### src/rtl/alu_iter.sv
// alu_iter: multi-cycle EX-stage ALU with valid/ready handshakes on both sides.
//
// Base ops (op_i[4]=0, op_i[3:0] = alu_op) complete with 1-cycle registered latency:
//   0 ADD  1 SUB  2 SLL  3 SLT  4 SLTU  5 XOR  6 SRL  7 SRA  8 OR  9 AND  10 LUI
//   11..15 unused: result 0, illegal_o=1.
// M-ops (op_i[4]=1, op_i[2:0]):
//   0 MUL 1 MULH 2 MULHSU 3 MULHU 4 DIV 5 DIVU 6 REM 7 REMU
//   Multiply is radix-2 shift-add and divide is restoring, both one bit per cycle over
//   XLEN cycles, giving out_valid_o XLEN+1 cycles after accept. Divide by zero and signed
//   overflow short-circuit with 1-cycle latency.
//
// Configuration macro ALU_ITER_MEXT_EN: when undefined, no mul/div datapath is built and
// every M-op completes in one cycle with result 0 and illegal_o=1.
//
// Ports:
//   clk_i, rst_ni             clock, asynchronous active-low reset
//   in_valid_i / in_ready_o   request handshake; op_i, operand_a_i, operand_b_i captured
//   out_valid_o / out_ready_i result handshake; result_o, illegal_o held until retired
module alu_iter #(
  parameter int unsigned XLEN = 32,
  parameter int unsigned SHW  = $clog2(XLEN)
) (
  input  logic            clk_i,
  input  logic            rst_ni,
  input  logic            in_valid_i,
  output logic            in_ready_o,
  input  logic [4:0]      op_i,
  input  logic [XLEN-1:0] operand_a_i,
  input  logic [XLEN-1:0] operand_b_i,
  output logic            out_valid_o,
  input  logic            out_ready_i,
  output logic [XLEN-1:0] result_o,
  output logic            illegal_o
);

  typedef enum logic [1:0] {StIdle, StBusy, StDone} state_e;

  state_e          state_q, state_d;
  logic [XLEN-1:0] result_q, result_d;
  logic            illegal_q, illegal_d;
  logic            accept;

  assign in_ready_o  = (state_q == StIdle) | ((state_q == StDone) & out_ready_i);
  assign accept      = in_valid_i & in_ready_o;
  assign out_valid_o = (state_q == StDone);
  assign result_o    = result_q;
  assign illegal_o   = illegal_q;

  // ---------------------------------------------------------------------------
  // Base ALU
  // ---------------------------------------------------------------------------
  logic [3:0]             alu_op;
  logic [SHW-1:0]         shamt;
  logic signed [XLEN-1:0] sra_res;
  logic [XLEN-1:0]        base_res;
  logic                   base_ill;

  assign alu_op  = op_i[3:0];
  assign shamt   = operand_b_i[SHW-1:0];
  assign sra_res = $signed(operand_a_i) >>> shamt;

  always_comb begin
    base_res = '0;
    base_ill = 1'b0;
    case (alu_op)
      4'h0: base_res = operand_a_i + operand_b_i;
      4'h1: base_res = operand_a_i - operand_b_i;
      4'h2: base_res = operand_a_i << shamt;
      4'h3: base_res = {{(XLEN-1){1'b0}}, $signed(operand_a_i) < $signed(operand_b_i)};
      4'h4: base_res = {{(XLEN-1){1'b0}}, operand_a_i < operand_b_i};
      4'h5: base_res = operand_a_i ^ operand_b_i;
      4'h6: base_res = operand_a_i >> shamt;
      4'h7: base_res = sra_res;
      4'h8: base_res = operand_a_i | operand_b_i;
      4'h9: base_res = operand_a_i & operand_b_i;
      4'hA: base_res = operand_b_i;
      default: base_ill = 1'b1;
    endcase
  end

  // ---------------------------------------------------------------------------
  // Multiply / divide datapath
  // ---------------------------------------------------------------------------
  logic            start_iter;
  logic [XLEN-1:0] short_res;
  logic            short_ill;

`ifdef ALU_ITER_MEXT_EN
  logic [2:0]      mop;
  logic            a_signed, b_signed, sa, sb, div_zero, div_ovf;
  logic [XLEN-1:0] mag_a, mag_b;

  // hi_q: product high half / partial remainder
  // lo_q: multiplier being consumed / dividend shifting out, quotient shifting in
  // dvs_q: multiplicand / divisor magnitude
  logic [XLEN-1:0] hi_q, lo_q, dvs_q;
  logic [2:0]      mop_q;
  logic            sa_q, sb_q;
  logic [SHW-1:0]  cnt_q;

  logic [XLEN:0]     mul_sum, div_trial, div_diff;
  logic              div_ge;
  logic [XLEN-1:0]   hi_n, lo_n, quo_s, rem_s;
  logic [2*XLEN-1:0] prod_s;
  logic [XLEN-1:0]   final_res;
  logic              last_step;

  assign mop = op_i[2:0];

  always_comb begin
    a_signed = (mop == 3'd0) | (mop == 3'd1) | (mop == 3'd2) | (mop == 3'd4) | (mop == 3'd6);
    b_signed = (mop == 3'd0) | (mop == 3'd1) | (mop == 3'd4) | (mop == 3'd6);
    sa       = a_signed & operand_a_i[XLEN-1];
    sb       = b_signed & operand_b_i[XLEN-1];
    mag_a    = sa ? -operand_a_i : operand_a_i;
    mag_b    = sb ? -operand_b_i : operand_b_i;
    div_zero = mop[2] & (operand_b_i == '0);
    // Only DIV/REM (mop[0]=0) are signed and can overflow.
    div_ovf  = mop[2] & ~mop[0] & (operand_a_i == {1'b1, {(XLEN-1){1'b0}}}) & (&operand_b_i);
  end

  always_comb begin
    start_iter = 1'b0;
    short_res  = base_res;
    short_ill  = base_ill;
    if (op_i[4]) begin
      short_ill = 1'b0;
      short_res = '0;
      if (div_zero) begin
        short_res = mop[1] ? operand_a_i : '1;
      end else if (div_ovf) begin
        short_res = mop[1] ? '0 : operand_a_i;
      end else begin
        start_iter = 1'b1;
      end
    end
  end

  always_comb begin
    mul_sum   = {1'b0, hi_q} + (lo_q[0] ? {1'b0, dvs_q} : '0);
    div_trial = {hi_q, lo_q[XLEN-1]};
    div_diff  = div_trial - {1'b0, dvs_q};
    // Partial remainder is always below the divisor, so the borrow bit is exact.
    div_ge    = ~div_diff[XLEN];
    if (mop_q[2]) begin
      hi_n = div_ge ? div_diff[XLEN-1:0] : div_trial[XLEN-1:0];
      lo_n = {lo_q[XLEN-2:0], div_ge};
    end else begin
      hi_n = mul_sum[XLEN:1];
      lo_n = {mul_sum[0], lo_q[XLEN-1:1]};
    end
    prod_s = (sa_q ^ sb_q) ? -{hi_n, lo_n} : {hi_n, lo_n};
    quo_s  = (sa_q ^ sb_q) ? -lo_n : lo_n;
    rem_s  = sa_q ? -hi_n : hi_n;
    if (mop_q[2]) begin
      final_res = mop_q[1] ? rem_s : quo_s;
    end else if (mop_q == 3'd0) begin
      final_res = prod_s[XLEN-1:0];
    end else begin
      final_res = prod_s[2*XLEN-1:XLEN];
    end
  end

  // XLEN is a power of two, so the final count is all ones.
  assign last_step = &cnt_q;

  always_ff @(posedge clk_i or negedge rst_ni) begin
    if (!rst_ni) begin
      hi_q  <= '0;
      lo_q  <= '0;
      dvs_q <= '0;
      mop_q <= '0;
      sa_q  <= 1'b0;
      sb_q  <= 1'b0;
      cnt_q <= '0;
    end else if (accept && start_iter) begin
      hi_q  <= '0;
      lo_q  <= mop[2] ? mag_a : mag_b;
      dvs_q <= mop[2] ? mag_b : mag_a;
      mop_q <= mop;
      sa_q  <= sa;
      sb_q  <= sb;
      cnt_q <= '0;
    end else if (state_q == StBusy) begin
      hi_q  <= hi_n;
      lo_q  <= lo_n;
      cnt_q <= cnt_q + SHW'(1);
    end
  end
`else
  always_comb begin
    start_iter = 1'b0;
    short_res  = base_res;
    short_ill  = base_ill;
    if (op_i[4]) begin
      short_res = '0;
      short_ill = 1'b1;
    end
  end
`endif

  // ---------------------------------------------------------------------------
  // Control FSM
  // ---------------------------------------------------------------------------
  always_comb begin
    state_d   = state_q;
    result_d  = result_q;
    illegal_d = illegal_q;
    case (state_q)
      StIdle: state_d = StIdle;
      StBusy: begin
`ifdef ALU_ITER_MEXT_EN
        if (last_step) begin
          state_d   = StDone;
          result_d  = final_res;
          illegal_d = 1'b0;
        end
`else
        state_d = StIdle;
`endif
      end
      StDone: if (out_ready_i) state_d = StIdle;
      default: state_d = StIdle;
    endcase
    // Accept (including back-to-back from DONE) overrides the retire path.
    if (accept) begin
      if (start_iter) begin
        state_d = StBusy;
      end else begin
        state_d   = StDone;
        result_d  = short_res;
        illegal_d = short_ill;
      end
    end
  end

  always_ff @(posedge clk_i or negedge rst_ni) begin
    if (!rst_ni) begin
      state_q   <= StIdle;
      result_q  <= '0;
      illegal_q <= 1'b0;
    end else begin
      state_q   <= state_d;
      result_q  <= result_d;
      illegal_q <= illegal_d;
    end
  end

endmodule
### config.mk
export PLATFORM = sky130hd
export DESIGN_NAME = alu_iter
export DESIGN_NICKNAME = d
export VERILOG_FILES = /design/src/rtl/alu_iter.sv
export SDC_FILE = /design/constraint.sdc
export NUM_CORES = 1
export LEC_CHECK = 0
export BUFFER_PORTS_ARGS = -buffer_cell sky130_fd_sc_hd__buf_4
export CELL_PAD_IN_SITES_DETAIL_PLACEMENT = 2
export CELL_PAD_IN_SITES_GLOBAL_PLACEMENT = 2
export CORE_ASPECT_RATIO = 1.4
export CORE_MARGIN = 2
export CORE_UTILIZATION = 39
export DETAILED_ROUTE_END_ITERATION = 12
export GPL_TIMING_DRIVEN = 0
export HOLD_SLACK_MARGIN = 0.06
export PLACE_DENSITY_LB_ADDON = 0.3
export SLEW_MARGIN = 20
export SYNTH_ARGS = -nofsm -noshare
export SYNTH_HDL_FRONTEND = slang
export SYNTH_SLANG_ARGS = --single-unit
export TNS_END_PERCENT = 5
### constraint.sdc
create_clock -name clk_i -period 3.1 [get_ports clk_i]
set_clock_uncertainty 0.1 [all_clocks]
set_input_delay 0 -clock clk_i [delete_from_list [all_inputs] [get_ports clk_i]]
set_output_delay 0 -clock clk_i [all_outputs]
set_load 0.05 [all_outputs]
Word-level counts from Yosys, hierarchy flattened
Cells that the tools add are included.
{"block": "word_totals", "register_bits": 35, "in_bits": 73, "output_inout_bits": 35, "elab_cells": 38}
{"block": "classes", "n_addsub": 2, "order_cmp": 2, "n_reduce_logical": 3, "shifts": 3, "eq_ne": 12, "n_mux": 7, "bitwise_logic": 6}
{"cell": "$pmux W32 S11", "n": 1}
{"cell": "$lt A32 B32 Y1", "n": 2}
{"cell": "$add A32 B32 Y32", "n": 1}
{"cell": "$and A32 B32 Y32", "n": 1}
{"cell": "$mux W32", "n": 1}
{"cell": "$or A32 B32 Y32", "n": 1}
{"cell": "$shl A32 B5 Y32", "n": 1}
{"cell": "$shr A32 B5 Y32", "n": 1}
{"cell": "$sshr A32 B5 Y32", "n": 1}
{"cell": "$sub A32 B32 Y32", "n": 1}
{"cell": "$xor A32 B32 Y32", "n": 1}
{"cell": "$eq A4 B3 Y1 const B", "n": 4}
{"cell": "$eq A4 B4 Y1 const B", "n": 3}
{"cell": "$reduce_or A11 Y1", "n": 1}
{"cell": "$eq A4 B2 Y1 const B", "n": 2}
{"cell": "$mux W2", "n": 3}
{"cell": "$eq A4 B1 Y1 const B", "n": 1}
{"cell": "$logic_not A4 Y1", "n": 1}
{"cell": "$ne A3 B1 Y1 const B", "n": 1}
{"cell": "$and A1 B1 Y1", "n": 2}
{"cell": "$eq A2 B2 Y1 const B", "n": 1}
{"cell": "$logic_not A2 Y1", "n": 1}
{"cell": "$mux W1", "n": 2}
{"cell": "$or A1 B1 Y1", "n": 1}

Longest topological paths before layout
Gate-level depths: netlist (run 1).
{"block": "depth", "depth_word": 5, "mapped_depth": 15, "ltp_nobuf": 13}

Worst setup path after synthesis (run 1)
OpenSTA, ideal clock, no wires.
{"block": "synth_path", "kind": "input-to-reg", "start": "input operand_b_i[2]", "end": "register result_q[7] (netlist: result_o[7])", "path_buffers": 4, "required_ns": 2.879, "setup_slack_ns": -0.291, "arrival_ns": 3.170, "cell_stages": 13, "path_cell_list": "inv_1 > buf_2 > buf_1 > clkbuf_1 > ha_1 > buf_2 > or4_4 > and2_4 > o31a_1 > a221o_1 > a221oi_2 > o21ai_1 > a22o_1"}
{"block": "synth_between", "elab_chain_cells": 3, "elab_cells_between_ends": 7}
{"element": "start, declared", "line": "29", "source": "input logic [XLEN-1:0] operand_b_i,"}
{"element": "$sub A32 B32 Y32, or another cell as far along", "line": "67", "source": "4'h1: base_res = operand_a_i - operand_b_i;"}
{"element": "$pmux W32 S11 *", "line": "65", "source": "case (alu_op)"}
{"element": "$mux W32 *", "line": "195", "source": "if (op_i[4]) begin"}
{"element": "end signal, assigned", "line": "244", "source": "result_q <= result_d;"}
{"element": "end, declared", "line": "39", "source": "logic [XLEN-1:0] result_q, result_d;"}
Every way passes the cells marked *; elsewhere a longest branch is shown, timed or not.
A chain may end at the register's enable or synchronous reset.

Worst setup path after layout (run 1)
{"block": "layout_path", "start": "input operand_b_i[1]", "end": "register result_q[9] (netlist: result_o[9])"}
Same word-level chain as after synthesis.

==> results.md, run 1 <==
- H-tree depth: 2
- GRT Resource Usage Total: 54.1%
- Synthesized flop and latch total: 34
- RSZ-0062 raised after global routing: yes
- Top-count cell post-synth: a21oi_1
- Cell count after synthesis: 1,427
- CP Cell Sequence: buf_6 > clkinvlp_4 > buf_8 > buf_6 > ha_4 > o21ba_2 > or4_4 > and2_4 > o31a_1 > o21bai_1 > a21oi_2 > a221oi_2 > o221ai_2 > a22o_1
- Yosys warnings: 0
- Crit-path most repeated cell: buf_6
- Storage cell area: 851 um^2
- Fillers: 3,093
- Synth top cells by count: a21oi_1, nor2_1, nand2_1, ha_1, inv_1
- Yosys top cell by area: ha_1
- FP Rows: 71
- Initial antenna violation count: 9
- Fin Hold WS: 101 ps
- Synthesized-area fraction occupied by and/or/nand/nor cells: 18.0%
- Synth Area in Compound Gates: 34.3%
- Worst setup SP type: primary input
- Root Driver: clkbuf_16
- Final hold violation count: 0
- Post-Route M1 WL: 25.3 mm
- Register share of total power: 13.0%
- Tmin final: 3360 ps
- Router iterations before antenna repair: 8
- Max Root-Sink Buffers: 2
- Met3 wire length: 9.91 mm
- Max Freq: 0.298 GHz
- CP arrival: 3450 ps
- Critical Path Fanout Max: 12
- Number of global-route vias before repair: 15.6k
- Mapped Area: 10,600 um^2
- Register area share after synthesis: 8.00%
- Synth area leaders: ha_1, mux4_2, dfrtp_1
- Layout Area Growth over Synthesis: 20.6%
- IO Port Bufs: 106
- Slew HR: 24.9%
- CP Depth: 14
- Run status: finished, violations left
- Largest net degree at the start of global routing: 35
- Place WS: -1620 ps
- Worst setup path endpoint: result_o[9]
- Clk Latency, worst-skew pair: 310 ps
- Final ANT Viol Nets: 0
- Leak pwr: 0.00537 uW
- Die height: 199 um
- Synth cell types: 104
- TritonCTS clock tree: done
- GP Congestion: 1.08
- Adder-cell share of the synthesized area: 12.6%
- DRC errors left: 0
- Final Util: 47.8%
- Slowest CP cell: or4_4
- WL final: 80.5 mm
- DR vias/cell: 7.87
- XOR/XNOR Fraction of Synth Area: 0.906%
- Main synth FF type: dfrtp_1
- EDFF count, synth: 0
- Crit path max-delay family: compound AO/OA/AOI/OAI gates
- Pint: 1800 uW
- Final period utilization: 108%
- Max IR drop VDD: 193 uV
- Grt total ovfl: 0
- Psw: 2260 uW
- Worst Setup End Kind: register
- Worst min path class: primary input to register
- Largest family of logic cells by synthesized area: compound AO/OA/AOI/OAI gates
- Net Sw Frac: 55.6%
- Syn avg cell area: 7.45 um^2
- Dpl hpwl: 59.3 mm
- IO Pins: 108
- Power share of the combinational group: 69.0%
- DR WL/cell: 41.8 um
- Pwr dens: 317 nW/um^2
- Reg-to-Reg Start: state_q[1]
- Post-Synthesis Net Count: 1,606
- Least-Margin Pin Slew: 1120 ps
- Die Footprint: 28,600 um^2
- Max-slew violation count: 0
- Layout cells sized above 1: 22.3%
- Failing checks: setup timing
- CP startpoint: operand_b_i[1]
- Share of the synthesized area in the top cell type: 12.2%
- CP peak stage delay: 460 ps
- Post-synthesis mux area share: 17.5%
- R2R Setup Slk: -190 ps
- Final Setup Violations: 22
- Clk sinks: 34
- Die width: 144 um
- Starting Density: 39.6%
- Ys async rst share: 100%
- First-pass GRT wire length: 111 mm
- CORE AREA: 26,800 um^2
- Metal2 WL: 34.9 mm
- Crit Path Category: primary input to register
- CP required: 3190 ps
- Top layer in use: met5
- Clock power share: 18.0%
- Setup ws final: -259 ps
- Max-cap viol count: 0
- CP bufs+invs: 4
- Multi-input logic area: 9290 um^2
- Num CTS Buffers: 5
- Clk pin slew, worst setup/hold paths: 70 ps
- Reg2reg path depth: 6
- Total vias in the final route: 15.1k
- DR iter-0 viols: 2,011
- # nets final: 1,733
- Worst r2r dst: result_o[8]
==> kinds of logic after synthesis <==
kind of cell    after synthesis
simple gates                417
xor+xnor                     11
fa+ha+maj                   106
buf+inv                     216
mux                         116
compound gates              527
flops                        34
==> how the worst min path moves through the flow <==
| stage | from | end | depth (start not counted) | slack, ps |
|---|---|---|---|---|
| 2_1_floorplan | rst_ni | illegal_o | 0 | -400 |
| 3_3_place_gp | rst_ni | illegal_o | 1 | -100 |
| 3_5_place_dp | rst_ni | state_q[1] | 1 | -90 |
| 4_1_cts | op_i[4] | result_o[17] | 5 | 80 |
| 5_1_grt | op_i[4] | result_o[17] | 5 | 120 |
| 6_report | op_i[4] | result_o[17] | 5 | 100 |
==> worst min-delay path, delay by kind of cell <==
kind                   cells  cell delay (ps)
AO/OA/AOI/OAI              4              360
buffers and inverters      1              110
==> registers in the layout, indices dropped and copies added (netlist names) <==
| name | count |
|---|---|
| result_o | 32 |
| illegal_o | 1 |
| state_q | 1 |
==> per-layer routing <==
| metal | vias to the layer above | GRT usage, % |
|---|---|---|
| met5 | - | 0 |
| li1 | 5639 | - |
| met3 | 717 | 20.8 |
| met4 | 6 | 49.9 |
| met2 | 1411 | 84.7 |
| met1 | 7363 | 55.2 |
==> per-stage QoR <==
step	instance area (um^2)	TNS (ps)	power, uW	instances
finish	12800	-2460	4060	1924
global route	12800	-1860	4090	1920
CTS	12600	-30.3	3750	1917
detailed placement	11900	-36320	2950	1901
global placement	11900	-32110	2860	1898
floorplan	10600	0	1940	1427
==> area by class of cell <==
cell class / count / area share (%)
Timing Repair Buffer: 122 / 7.48
Antenna cell: 4 / 0.0780
Inverter: 100 / 3.03
Clock inverter: 3 / 0.537
Buffer: 114 / 5.24
Tap cell: 365 / 3.56
Clock buffer: 5 / 0.976
Multi-Input combinational cell: 1177 / 72.5
Sequential cell: 34 / 6.63
==> cell usage in the layout (no fill, tap or decap), types with 7 or more instances in the layout <==
master    synthesis  routed
nand2b_1         13      13
o21ai_1          18      18
mux4_2           44      44
a21o_1           15      15
buf_2            26      22
inv_1            91      89
clkbuf_1         65      54
ha_1            104     102
nor3_1           35      33
a211oi_1         25      21
nand3_1          34      33
dfrtp_1          34      34
nor2_1          137     137
buf_6             6      11
xnor2_1           9       9
nor2b_1           8       8
o31ai_1           9       7
o211ai_1         23      23
a22oi_1          15      15
a221oi_1         22      17
a21oi_1         153     145
mux2_2           15      15
a31oi_1          24      23
o21ai_0          69      63
o221ai_1         10       9
a21oi_2           5      10
mux2i_1          46      43
clkbuf_2          1       9
buf_4             5     119
nand4_1          12      12
inv_2             8       7
o21bai_1         13      13
a22o_1           15      15
nand2_1         129     127
or3_1             7       7
a221o_1          12      12
a221oi_2          4       7
o22ai_1          12      12
and2_1            7       7
==> what timing repair did <==
action / 4_1_cts / 5_1_grt
buffers inserted: 7 / 3
endpoints found under the hold margin: 36 / 0
pin swaps: 11 / 13
resized for setup: 80 / 61
hold buffers: 3 / 0
setup endpoints to repair: 31 / 26
gates cloned: 0 / 0
==> power groups by stage <==
stage,Sequential (uW),Combinational [uW],Clock [uW]
floorplan,684,1260,0
finish,529,2810,730
global placement,527,2340,0
CTS,524,2510,717
global route,530,2830,732
detailed placement,532,2420,0
No activity file was read; power rests on OpenSTA's default activity.
==> inputs of run 2 (changes only) <==
- ABC_AREA: not set -> 1
- CORE_UTILIZATION: 39 -> 34
==> results.md, run 2 <==
- Run status: finished, violations left
- Failing checks: setup timing
- Die Footprint: 36,500 um^2 (+28%)
- Post-Synthesis Net Count: 2,469 (+54%)
- Yosys warnings: 0 (unchanged)
- Final Util: 39.3% (-8.5 points)
- Slew HR: 17.8% (-7.1 points)
- Most common cell after layout, fill and taps aside: nand2_1
- Ys async rst share: 100% (unchanged)
- GP Congestion: 1.09 (+1.1%)
- Cell count after synthesis: 2,290 (+60%)
- Crit Path Category: primary input to register
- Setup ws final: -59.7 ps (+199 ps)
- RSZ-0062 raised after global routing: yes
- Max IR drop VDD: 201 uV (+4.1%)
- Layout cells sized above 1: 11.4% (-11 points)
- Leak pwr: 0.00750 uW (+40%)
- R2R Setup Slk: 350 ps (+540 ps)
- Synth area leaders: nand2_1, nand3_1, ha_1
- Final period utilization: 102% (-6.4 points)
- H-tree depth: 2 (unchanged)
- Share of the synthesized area in the top cell type: 23.2% (+11 points)
- Tmin final: 3160 ps (-199 ps)
- Die width: 162 um (+13%)
- Root Driver: clkbuf_16
- Final instance area: 13,600 um^2 (+6.1%)
- Placed inst area: 13,300 um^2 (+11%)
- Clk pin slew, worst setup/hold paths: 70 ps (about the same)
- Number of global-route vias before repair: 20.1k (+29%)
- Clk Latency, worst-skew pair: 310 ps (about the same)
- Power share of the combinational group: 68.3% (-0.7 points)
- Max-slew violation count: 0 (unchanged)
- DR vias/cell: 6.47 (-18%)
- Met3 wire length: 8.20 mm (-17%)
- IO Port Bufs: 107 (+0.94%)
- Pwr dens: 295 nW/um^2 (-6.9%)
- Register area share after synthesis: 7.16% (-0.85 points)
- DR WL/cell: 33.8 um (-19%)
- Yosys top cell by area: nand2_1
- Psw: 2400 uW (+5.9%)
- Worst Setup End Kind: register
- Mapped Area: 11,900 um^2 (+12%)
- Layout Area Growth over Synthesis: 14.5%
- Worst min path class: primary input to register
- Metal2 WL: 44.0 mm (+26%)
- CORE AREA: 34,700 um^2 (+29%)
- Top layer in use: met5
- Max Freq: 0.316 GHz (+6.3%)
- Final total power: 4020 uW (-1.2%)
- Clk sinks: 34 (unchanged)
- First-pass GRT wire length: 139 mm (+26%)
- Net Sw Frac: 59.6% (+4.0 points)
- Initial antenna violation count: 8 (-1)
- Most frequent cells in the layout: nand2_1, nand3_1, inv_1, nor2_1, buf_4
- Synth top cells by count: nand2_1, nand3_1, inv_1, nor2_1, ha_1
- FP Rows: 81 (+14%)
- Max reg flops: 32 (unchanged)
- DR iter-0 viols: 1,801 (-10%)
- Max-cap viol count: 0 (unchanged)
- Router iterations before antenna repair: 5 (-3)
- IO Pins: 108 (unchanged)
- DRC errors left: 0 (unchanged)
- Synthesized flop and latch total: 34 (unchanged)
- Largest net degree at the start of global routing: 35 (unchanged)
- Fillers: 4,649 (+50%)
- # nets final: 2,582 (+49%)
- Starting Density: 34.3% (-5.3 points)
- Syn avg cell area: 5.19 um^2 (-30%)
- Top-count cell post-synth: nand2_1
- Synth cell types: 45 (-57%)
- Dpl hpwl: 77.8 mm (+31%)
- Final hold violation count: 0 (unchanged)
- Post-Route M1 WL: 32.0 mm (+26%)
- Multi-input logic area: 9410 um^2 (+1.2%)
- Final Setup Violations: 1 (-95%)
- Grt total ovfl: 0 (unchanged)
- Critical Path Fanout Max: 10 (-2)
- TritonCTS clock tree: done
- Pint: 1620 uW (-10%)
- Worst setup SP type: primary input
- Least-Margin Pin Slew: 1220 ps (+97.5 ps)
- GRT Resource Usage Total: 52.9% (-1.3 points)
- Clock power share: 18.6% (+0.6 points)
- CP required: 3250 ps (+60 ps)
- CP arrival: 3310 ps (-140 ps)
- Register share of total power: 13.0% (about the same)
- EDFF count, synth: 0 (unchanged)
- Main synth FF type: dfrtp_1
- Max Root-Sink Buffers: 2 (unchanged)
- Die height: 225 um (+13%)
- Final ANT Viol Nets: 0 (unchanged)
- Num CTS Buffers: 5 (unchanged)
- Storage cell area: 851 um^2 (unchanged)
- WL final: 96.7 mm (+20%)
- Total vias in the final route: 18.5k (+22%)
[run 2: changes by cell type after synthesis, sizes merged, moves of 33 or more]
cell | previous run | this run
a21oi | 158 | 76
buf | 50 | 83
clkbuf | 66 | 23
inv | 99 | 302
mux2i | 48 | 0
mux4 | 49 | 0
nand2 | 129 | 751
nand3 | 34 | 493
nor2 | 139 | 184
[run 2: per-stage QoR]
step	worst slack [ps]	std cells	TNS, ps	hold WS (ps)
floorplan	841	2290	0	-396
global placement	-925	2853	-13080	-138
detailed placement	-1080	2853	-16750	-99.1
CTS	-73.2	2861	-76.9	76.9
global route	-38.6	2861	-70.5	139
finish	-59.7	2863	-59.7	81.5
[run 2: routing by layer]
| metal | GRT usage [%] | vias up |
|---|---|---|
| met5 | 0.551 | - |
| met4 | 54.5 | 8 |
| met3 | 18.0 | 674 |
| met2 | 85.0 | 1178 |
| met1 | 51.6 | 9003 |
| li1 | - | 7659 |
[run 2: logic make-up (layout without fill, tap and decap cells)]
family,count (synthesis),count (layout),share of synthesized area (%)
adder cells (fa/ha/maj),106,106,11.3
AO/OA/AOI/OAI,216,216,10.3
XOR/XNOR,1,1,0.0737
flip-flops,34,34,7.16
AND/OR/NAND/NOR,1523,1523,56.6
other,0,3,0
buffers and inverters,410,524,14.6
[run 2: what timing repair did]
| action | in CTS | in global routing |
|---|---|---|
| buffers inserted | 0 | 1 |
| hold buffers | 3 | 0 |
| gates cloned | 0 | 0 |
| setup endpoints to repair | 25 | 21 |
| gates resized for setup | 18 | 23 |
| pin swaps | 1 | 6 |
| hold endpoints to repair | 36 | 0 |
[run 2: layout make-up]
cell class | instances | share of cell area [%]
repair buffers | 111 | 6.18
clock inverters | 3 | 0.506
clock buffers | 5 | 0.919
flip-flops and latches | 34 | 6.25
multi-input cells | 1846 | 69.1
well taps | 456 | 4.19
plain buffers | 101 | 4.36
inverters | 304 | 8.46
diodes | 3 | 0.0551
[run 2: critical path, stage by stage]
cell      delay [ps]
buf_4            100
buf_2            240
buf_2            380
clkbuf_1         700
nand2_1          210
o211ai_1         750
o211ai_1         170
nand2_1          470
nand2_1          180
nand2_1          100
[run 2: path summary, 6_finish.rpt]
check / start / to / cells past startpoint
max: operand_b_i[3] / result_o[4] / 10
max in group asynchronous: rst_ni / result_o[15] / 2
min: in_valid_i / result_o[18] / 4
min reg2reg: result_o[3] / result_o[3] / 2
min in group asynchronous: rst_ni / result_o[30] / 2
max reg2reg: state_q[1] / result_o[8] / 8
[run 2: power groups by stage]
stage | Sequential, uW | Combinational [uW] | Clock [uW]
after detailed placement | 527 | 2530 | 0
after CTS | 520 | 2570 | 733
after global placement | 515 | 2370 | 0
final | 524 | 2740 | 749
after floorplan | 658 | 1300 | 0
after global routing | 526 | 2870 | 749
